`src/rtl/encoder_84_if.sv`:
```
// Request/acknowledge/code bundle for the 8-to-3 sticky priority encoder.
// master = producer/consumer side, slave = encoder side.
interface encoder_84_if;
    logic req0, req1, req2, req3, req4, req5, req6, req7;
    logic ack;
    logic enc0, enc1, enc2;
    logic valid;
    logic multi;

    modport master (
        output req0, req1, req2, req3, req4, req5, req6, req7,
        output ack,
        input  enc0, enc1, enc2,
        input  valid,
        input  multi
    );

    modport slave (
        input  req0, req1, req2, req3, req4, req5, req6, req7,
        input  ack,
        output enc0, enc1, enc2,
        output valid,
        output multi
    );
endinterface

```
`src/rtl/encoder_84.sv`:
```
// Sequential 8-to-3 priority encoder: sticky request capture, code retired on ack.
// Outputs depend only on the registered pending vector.
module encoder_84 #(
    parameter bit LOW_FIRST = 1'b0
) (
    input  logic         clk,
    input  logic         rst,
    encoder_84_if.slave  bus
);

    logic [7:0] pending_q;
    logic [7:0] pending_d;
    logic [7:0] req_vec;
    logic [7:0] clr;
    logic [2:0] sel;
    logic       valid;

    assign req_vec = {bus.req7, bus.req6, bus.req5, bus.req4,
                      bus.req3, bus.req2, bus.req1, bus.req0};

    // Scan order makes the last hit the winner; an empty vector leaves sel at 0.
    always_comb begin
        // NOTE: default assignment first so no path through this block infers a latch.
        sel = 3'd0;
        if (LOW_FIRST) begin
            for (int i = 7; i >= 0; i--) begin
                if (pending_q[i]) sel = 3'(i);
            end
        end else begin
            for (int i = 0; i < 8; i++) begin
                if (pending_q[i]) sel = 3'(i);
            end
        end
    end

    assign valid = |pending_q;

    always_comb begin
        clr = 8'd0;
        if (bus.ack && valid) clr = 8'd1 << sel;
    end

    // A fresh request on the bit being retired keeps that bit set.
    assign pending_d = (pending_q & ~clr) | req_vec;

    always_ff @(posedge clk or posedge rst) begin
        // NOTE: sequential state uses non-blocking assignment; reset clears it asynchronously.
        if (rst) pending_q <= 8'd0;
        else     pending_q <= pending_d;
    end

    assign bus.enc0  = sel[0];
    assign bus.enc1  = sel[1];
    assign bus.enc2  = sel[2];
    assign bus.valid = valid;
    // Clearing the lowest set bit leaves something only when two or more are set.
    assign bus.multi = |(pending_q & (pending_q - 8'd1));

endmodule

```
`src/flat_wrapper.sv`:
```
// flat-port wrapper written by rule: the top's interface ports become plain ports
module encoder_84_flat 
#(
    parameter bit LOW_FIRST = 1'b0
)
  (clk, rst, bus_req0, bus_req1, bus_req2, bus_req3, bus_req4, bus_req5, bus_req6, bus_req7, bus_ack, bus_enc0, bus_enc1, bus_enc2, bus_valid, bus_multi);
  encoder_84_if bus_i ();
  input  logic clk;
  input  logic rst;
  input wire logic [$bits(bus_i.req0)-1:0] bus_req0;
  input wire logic [$bits(bus_i.req1)-1:0] bus_req1;
  input wire logic [$bits(bus_i.req2)-1:0] bus_req2;
  input wire logic [$bits(bus_i.req3)-1:0] bus_req3;
  input wire logic [$bits(bus_i.req4)-1:0] bus_req4;
  input wire logic [$bits(bus_i.req5)-1:0] bus_req5;
  input wire logic [$bits(bus_i.req6)-1:0] bus_req6;
  input wire logic [$bits(bus_i.req7)-1:0] bus_req7;
  input wire logic [$bits(bus_i.ack)-1:0] bus_ack;
  output wire logic [$bits(bus_i.enc0)-1:0] bus_enc0;
  output wire logic [$bits(bus_i.enc1)-1:0] bus_enc1;
  output wire logic [$bits(bus_i.enc2)-1:0] bus_enc2;
  output wire logic [$bits(bus_i.valid)-1:0] bus_valid;
  output wire logic [$bits(bus_i.multi)-1:0] bus_multi;
  assign bus_i.req0 = bus_req0;
  assign bus_i.req1 = bus_req1;
  assign bus_i.req2 = bus_req2;
  assign bus_i.req3 = bus_req3;
  assign bus_i.req4 = bus_req4;
  assign bus_i.req5 = bus_req5;
  assign bus_i.req6 = bus_req6;
  assign bus_i.req7 = bus_req7;
  assign bus_i.ack = bus_ack;
  assign bus_enc0 = bus_i.enc0;
  assign bus_enc1 = bus_i.enc1;
  assign bus_enc2 = bus_i.enc2;
  assign bus_valid = bus_i.valid;
  assign bus_multi = bus_i.multi;
  encoder_84 #(.LOW_FIRST(LOW_FIRST)) u_core (.clk(clk), .rst(rst), .bus(bus_i));
endmodule
```
`config.mk`:
```
export PLATFORM = sky130hd
export DESIGN_NAME = encoder_84_flat
export DESIGN_NICKNAME = d
export VERILOG_FILES = /design/src/rtl/encoder_84_if.sv /design/src/rtl/encoder_84.sv /design/src/flat_wrapper.sv
export SDC_FILE = /design/constraint.sdc
export NUM_CORES = 1
export LEC_CHECK = 0
export CAP_MARGIN = 30
export CORE_AREA = 2 2 39 41
export DETAILED_ROUTE_END_ITERATION = 10
export DIE_AREA = 0 0 41 43
export MAX_ROUTING_LAYER = met4
export PLACE_DENSITY = 0.65
export SLEW_MARGIN = 10
export SYNTH_ARGS = -nofsm -noshare
export SYNTH_HDL_FRONTEND = slang
export SYNTH_SLANG_ARGS = --single-unit
```
`constraint.sdc`:
```
create_clock -name clk -period 2.19 [get_ports clk]
set_input_delay 0.657 -clock clk [delete_from_list [all_inputs] [get_ports clk]]
set_output_delay 0.657 -clock clk [all_outputs]
set_load 0.05 [all_outputs]
```
# Word level (Yosys, flattened, before mapping)
# Cells that the tools add are included.
[word_totals]
regBits = 8
out_inout_bits = 5
[classes]
add_sub_neg = 1
shifts = 1
muxes = 8
n_bitwise = 4
n_reduce_logical = 3
[ops]
columns = ["operator", "count"]
rows = [
  ["bitwise AND 8 bit", 2],
  ["OR reduction 8 bit", 2],
  ["two-way mux 3 bit", 4],
  ["two-way mux 8 bit", 1],
  ["inverter 8 bit", 1],
  ["OR 8 bit", 1],
  ["left shift 1 x 3 -> 8 bit (first input constant)", 1],
  ["subtractor 8 x 1 -> 8 bit (second input constant)", 1],
  ["two-way mux 2 bit", 2],
  ["logical AND 1 bit", 1],
  ["two-way mux 1 bit", 1],
]

# Logic depth before layout (Yosys ltp)
[depth]
ltp_word = 12
mapped_depth = 5

# Worst setup path before layout
# No wires, ideal clock.
[synth_path]
path_type = "register to output"
startpoint = "register u_core.pending_q[3]"
endpoint = "output bus_multi"
t_arrival_ns = 1.943
setup_slack_ns = -0.410
stages_incl_launch_ff = 5
n_path_buf = 0
path_cell_list = "dfrtp_1 -> nor4_4 -> nand2b_1 -> a211oi_2 -> o32ai_1"
[synth_via]
elab_chain_len = 3
[synth_rtl]
columns = ["element", "line", "rtl"]
rows = [
  ["start, declared", "encoder_84.sv:11", "logic [7:0] pending_q;"],
  ["start signal, assigned", "encoder_84.sv:49", "else pending_q <= pending_d;"],
  ["subtractor 8 x 1 -> 8 bit", "encoder_84.sv:57", "assign bus.multi = |(pending_q & (pending_q - 8'd1));"],
  ["bitwise AND 8 bit (*)", "encoder_84.sv:57", ""],
  ["OR reduction 8 bit (*)", "encoder_84.sv:57", ""],
  ["end, declared", "flat_wrapper.sv:23", "output wire logic [$bits(bus_i.multi)-1:0] bus_multi;"],
]
# Every way passes the cells marked *; elsewhere a longest branch is shown, timed or not.

# Worst setup path after layout
# Same ends and word-level chain as after synthesis.

==> metrics <==
status=complete, but fails checks; failing checks=setup timing; Finished Cell Area=758.2 um^2; sequential share of power=0.499; Core Region=1384 um^2; RSZ-0062 raised after global routing=true; Via Count=435; Avg Synthesized Cell Area=9.984 um^2; Comb power frac=0.157; MaxCap Viol Count=0; switching share of power=0.2399; Worst Hold End=u_core.pending_q[5]$_DFF_PP0_; crit path from=u_core.pending_q[3]$_DFF_PP0_; Initial Util=0.3463; DRC Markers=0; worst-margin pin slew=between 0.3 and 0.4 ns; final hold vios=0; clock network power share=0.344; required time worst endpoint=1.53 ns; max FFs per register=8; Routability Congestion=0.7805; DR pass1 iterations=3; clk_lat worst skew=0.25 ns; Max VDD drop=0.0002135 V; CTS Hold Bufs=0; row count=14; Final period util=1.012; hold_sp=u_core.pending_q[5]$_DFF_PP0_; storage element area=about 200 um^2; Antenna Nets Post-Route=0; Biggest register=u_core.pending_q; Total GRT Usage=0.1478; fin nets=83; largest net degree at the start of global routing=9; Hold Crit Class=reg -> reg; R2R Path Start=u_core.pending_q[4]$_DFF_PP0_; post-synth cell types=25; Mapped Area=479.2 um^2; H-tree depth=1; vias in the first global route=429; fin cells=86; DRT Wirelength=1.001 mm; final max-slew violation count=0; number of inserted diodes=0; first-pass GRT wire length=about 1.7 mm; Slew HR=0.7360; Leakage=0.2811 nW; CTS tree=yes; Clock Skew=0.001373 ns; Setup-failing EPs final=1; CP Launch Type=register; critical path type=reg -> out; minimum clock period after layout=2.216 ns; Clock Sinks=8; pwr/cell area=421.1 nW/um^2; worst setup margin=-0.02621 ns; HPWL after DPL=about 770 um; Reg2Reg Capture Point=u_core.pending_q[2]$_DFF_PP0_; Post-Syn Nets=~60; grt total ovfl=0; Switch Pwr=between 0.00007 and 0.00008 W; most common cell after layout, fill and taps aside=clkdlybuf4s50_1; most frequent cells in the layout=clkdlybuf4s50_1, dfrtp_1, buf_4; internal power=0.0002427 W; Cell Area, Placed=681.9 um^2; Wirelength per Cell=11.64 um; CTS Buf Count=3; Placed Instances=80; Fill cells=127; share of cells above drive strength 1=0.3429; detailed-route vias per instance=5.058; Ports=16; P&R area growth vs syn=58.22%; Bufs on Longest Clock Path=2; Worst Setup End Kind=output port; worst hold stages=1; FF-to-FF setup slack=0.77 ns; Die H=43 um; Max Freq=451.2 MHz; initial antenna violation count=0; Starting DRT DRC Count=1; top flop regs=u_core.pending_q: 8 flops; Register-to-Register Path Depth=3; PortBufs=15; die width=~41 um; sequential element share of the synthesized area=0.4178; Mapped Cells=48; area of the multi-input gates=291.5 um^2; Die ar.=1763 um^2; #FFs+latches synth=8; CP Max Fanout=3; Yosys warning count=0; Root Buffer=clkbuf_4; Worst Path Arrival=1.56 ns; clock slew seen by the registers of the worst setup and hold paths=0.05 ns
final cells by class:
type,instances,share of cell area
clock buffers,3,0.02970
inverters,4,0.01980
multi-input cells,35,0.3845
flip-flops and latches,8,0.2657
well taps,16,0.02640
repair buffers,20,0.2739
per-stage QoR:
step	TNS, ns	hold WS, ns	power [W]	setup WS, ns	utilization
2_1_floorplan	0	0.4727	0.0001772	0.08339	-
3_3_place_gp	0	0.6124	0.0002097	0.1916	0.4928
3_5_place_dp	0	0.6200	0.0002100	0.1560	0.4928
4_1_cts	-0.03702	0.6433	0.0003219	-0.03702	0.5307
5_1_grt	-0.1352	0.6765	0.0003401	-0.1244	0.5479
6_report	-0.02621	0.6405	0.0003193	-0.02621	0.5479
routing by layer:
metal / wire length, um / global-route usage
met4: 0 / 0.08000
met1: 471 / 0.1933
met5: 0 / -
met3: 17 / 0.01571
met2: 512 / 0.2156
Yosys cell counts:
| library cell | number | area, um^2 |
|---|---|---|
| a211oi_2 | 1 | 12.51 |
| a21boi_0 | 1 | 7.510 |
| a21o_1 | 4 | 30.03 |
| a21o_2 | 1 | 8.760 |
| a21oi_1 | 1 | 5.000 |
| a41oi_1 | 1 | 8.760 |
| buf_6 | 1 | 11.26 |
| dfrtp_1 | 8 | 200.2 |
| inv_1 | 4 | 15.01 |
| maj3_1 | 1 | 10.01 |
| nand2_1 | 4 | 15.01 |
| nand2b_1 | 1 | 6.260 |
| nand3b_1 | 1 | 7.510 |
| nor2_1 | 5 | 18.77 |
| nor2b_1 | 1 | 6.260 |
| nor3_1 | 3 | 15.01 |
| nor4_1 | 1 | 6.260 |
| nor4_4 | 2 | 42.54 |
| o2111ai_1 | 1 | 8.760 |
| o21ai_0 | 1 | 5.000 |
| o21bai_1 | 1 | 7.510 |
| o22a_1 | 1 | 8.760 |
| o31ai_1 | 1 | 7.510 |
| o32ai_1 | 1 | 8.760 |
| or3_1 | 1 | 6.260 |
power by group through the flow:
stage          sequential (W)  combinational (W)  clock [W]
2_1_floorplan        0.000159          0.0000178          0
5_1_grt              0.000160          0.0000539   0.000126
3_3_place_gp         0.000161          0.0000490          0
6_report             0.000159          0.0000502   0.000110
3_5_place_dp         0.000161          0.0000493          0
4_1_cts              0.000159          0.0000497   0.000113
logic make-up after synthesis:
logic type | Yosys count | share of synthesized area
AOI/OAI and AO/OA | 15 | 0.2481
adders and majority gates | 1 | 0.02089
and+or+nand+nor | 19 | 0.2585
buffers and inverters | 5 | 0.05482
DFF | 8 | 0.4178
critical path, stage by stage (launching register included):
cell and delay (ns):
dfrtp_1 0.40, nor4_4 0.31, nand2b_1 0.14, a211oi_2 0.19, o32ai_2 0.11, buf_6 0.16
what timing repair did:
action | 4_1_cts | 5_1_grt
buffers inserted | 2 | 1
pin swaps | 3 | 2
resized for setup | 4 | 4
setup endpoints to repair | 2 | 4
worst max path at each step:
| stage | endpoint | slack, ns | cells past startpoint |
|---|---|---|---|
| detailed placement | bus_multi | 0.16 | 5 |
| floorplan | bus_multi | 0.08 | 4 |
| CTS | bus_multi | -0.04 | 5 |
| global route | bus_multi | -0.12 | 5 |
| finish | bus_multi | -0.03 | 5 |
| global placement | bus_multi | 0.19 | 5 |
No activity file was read; power rests on OpenSTA's default activity.
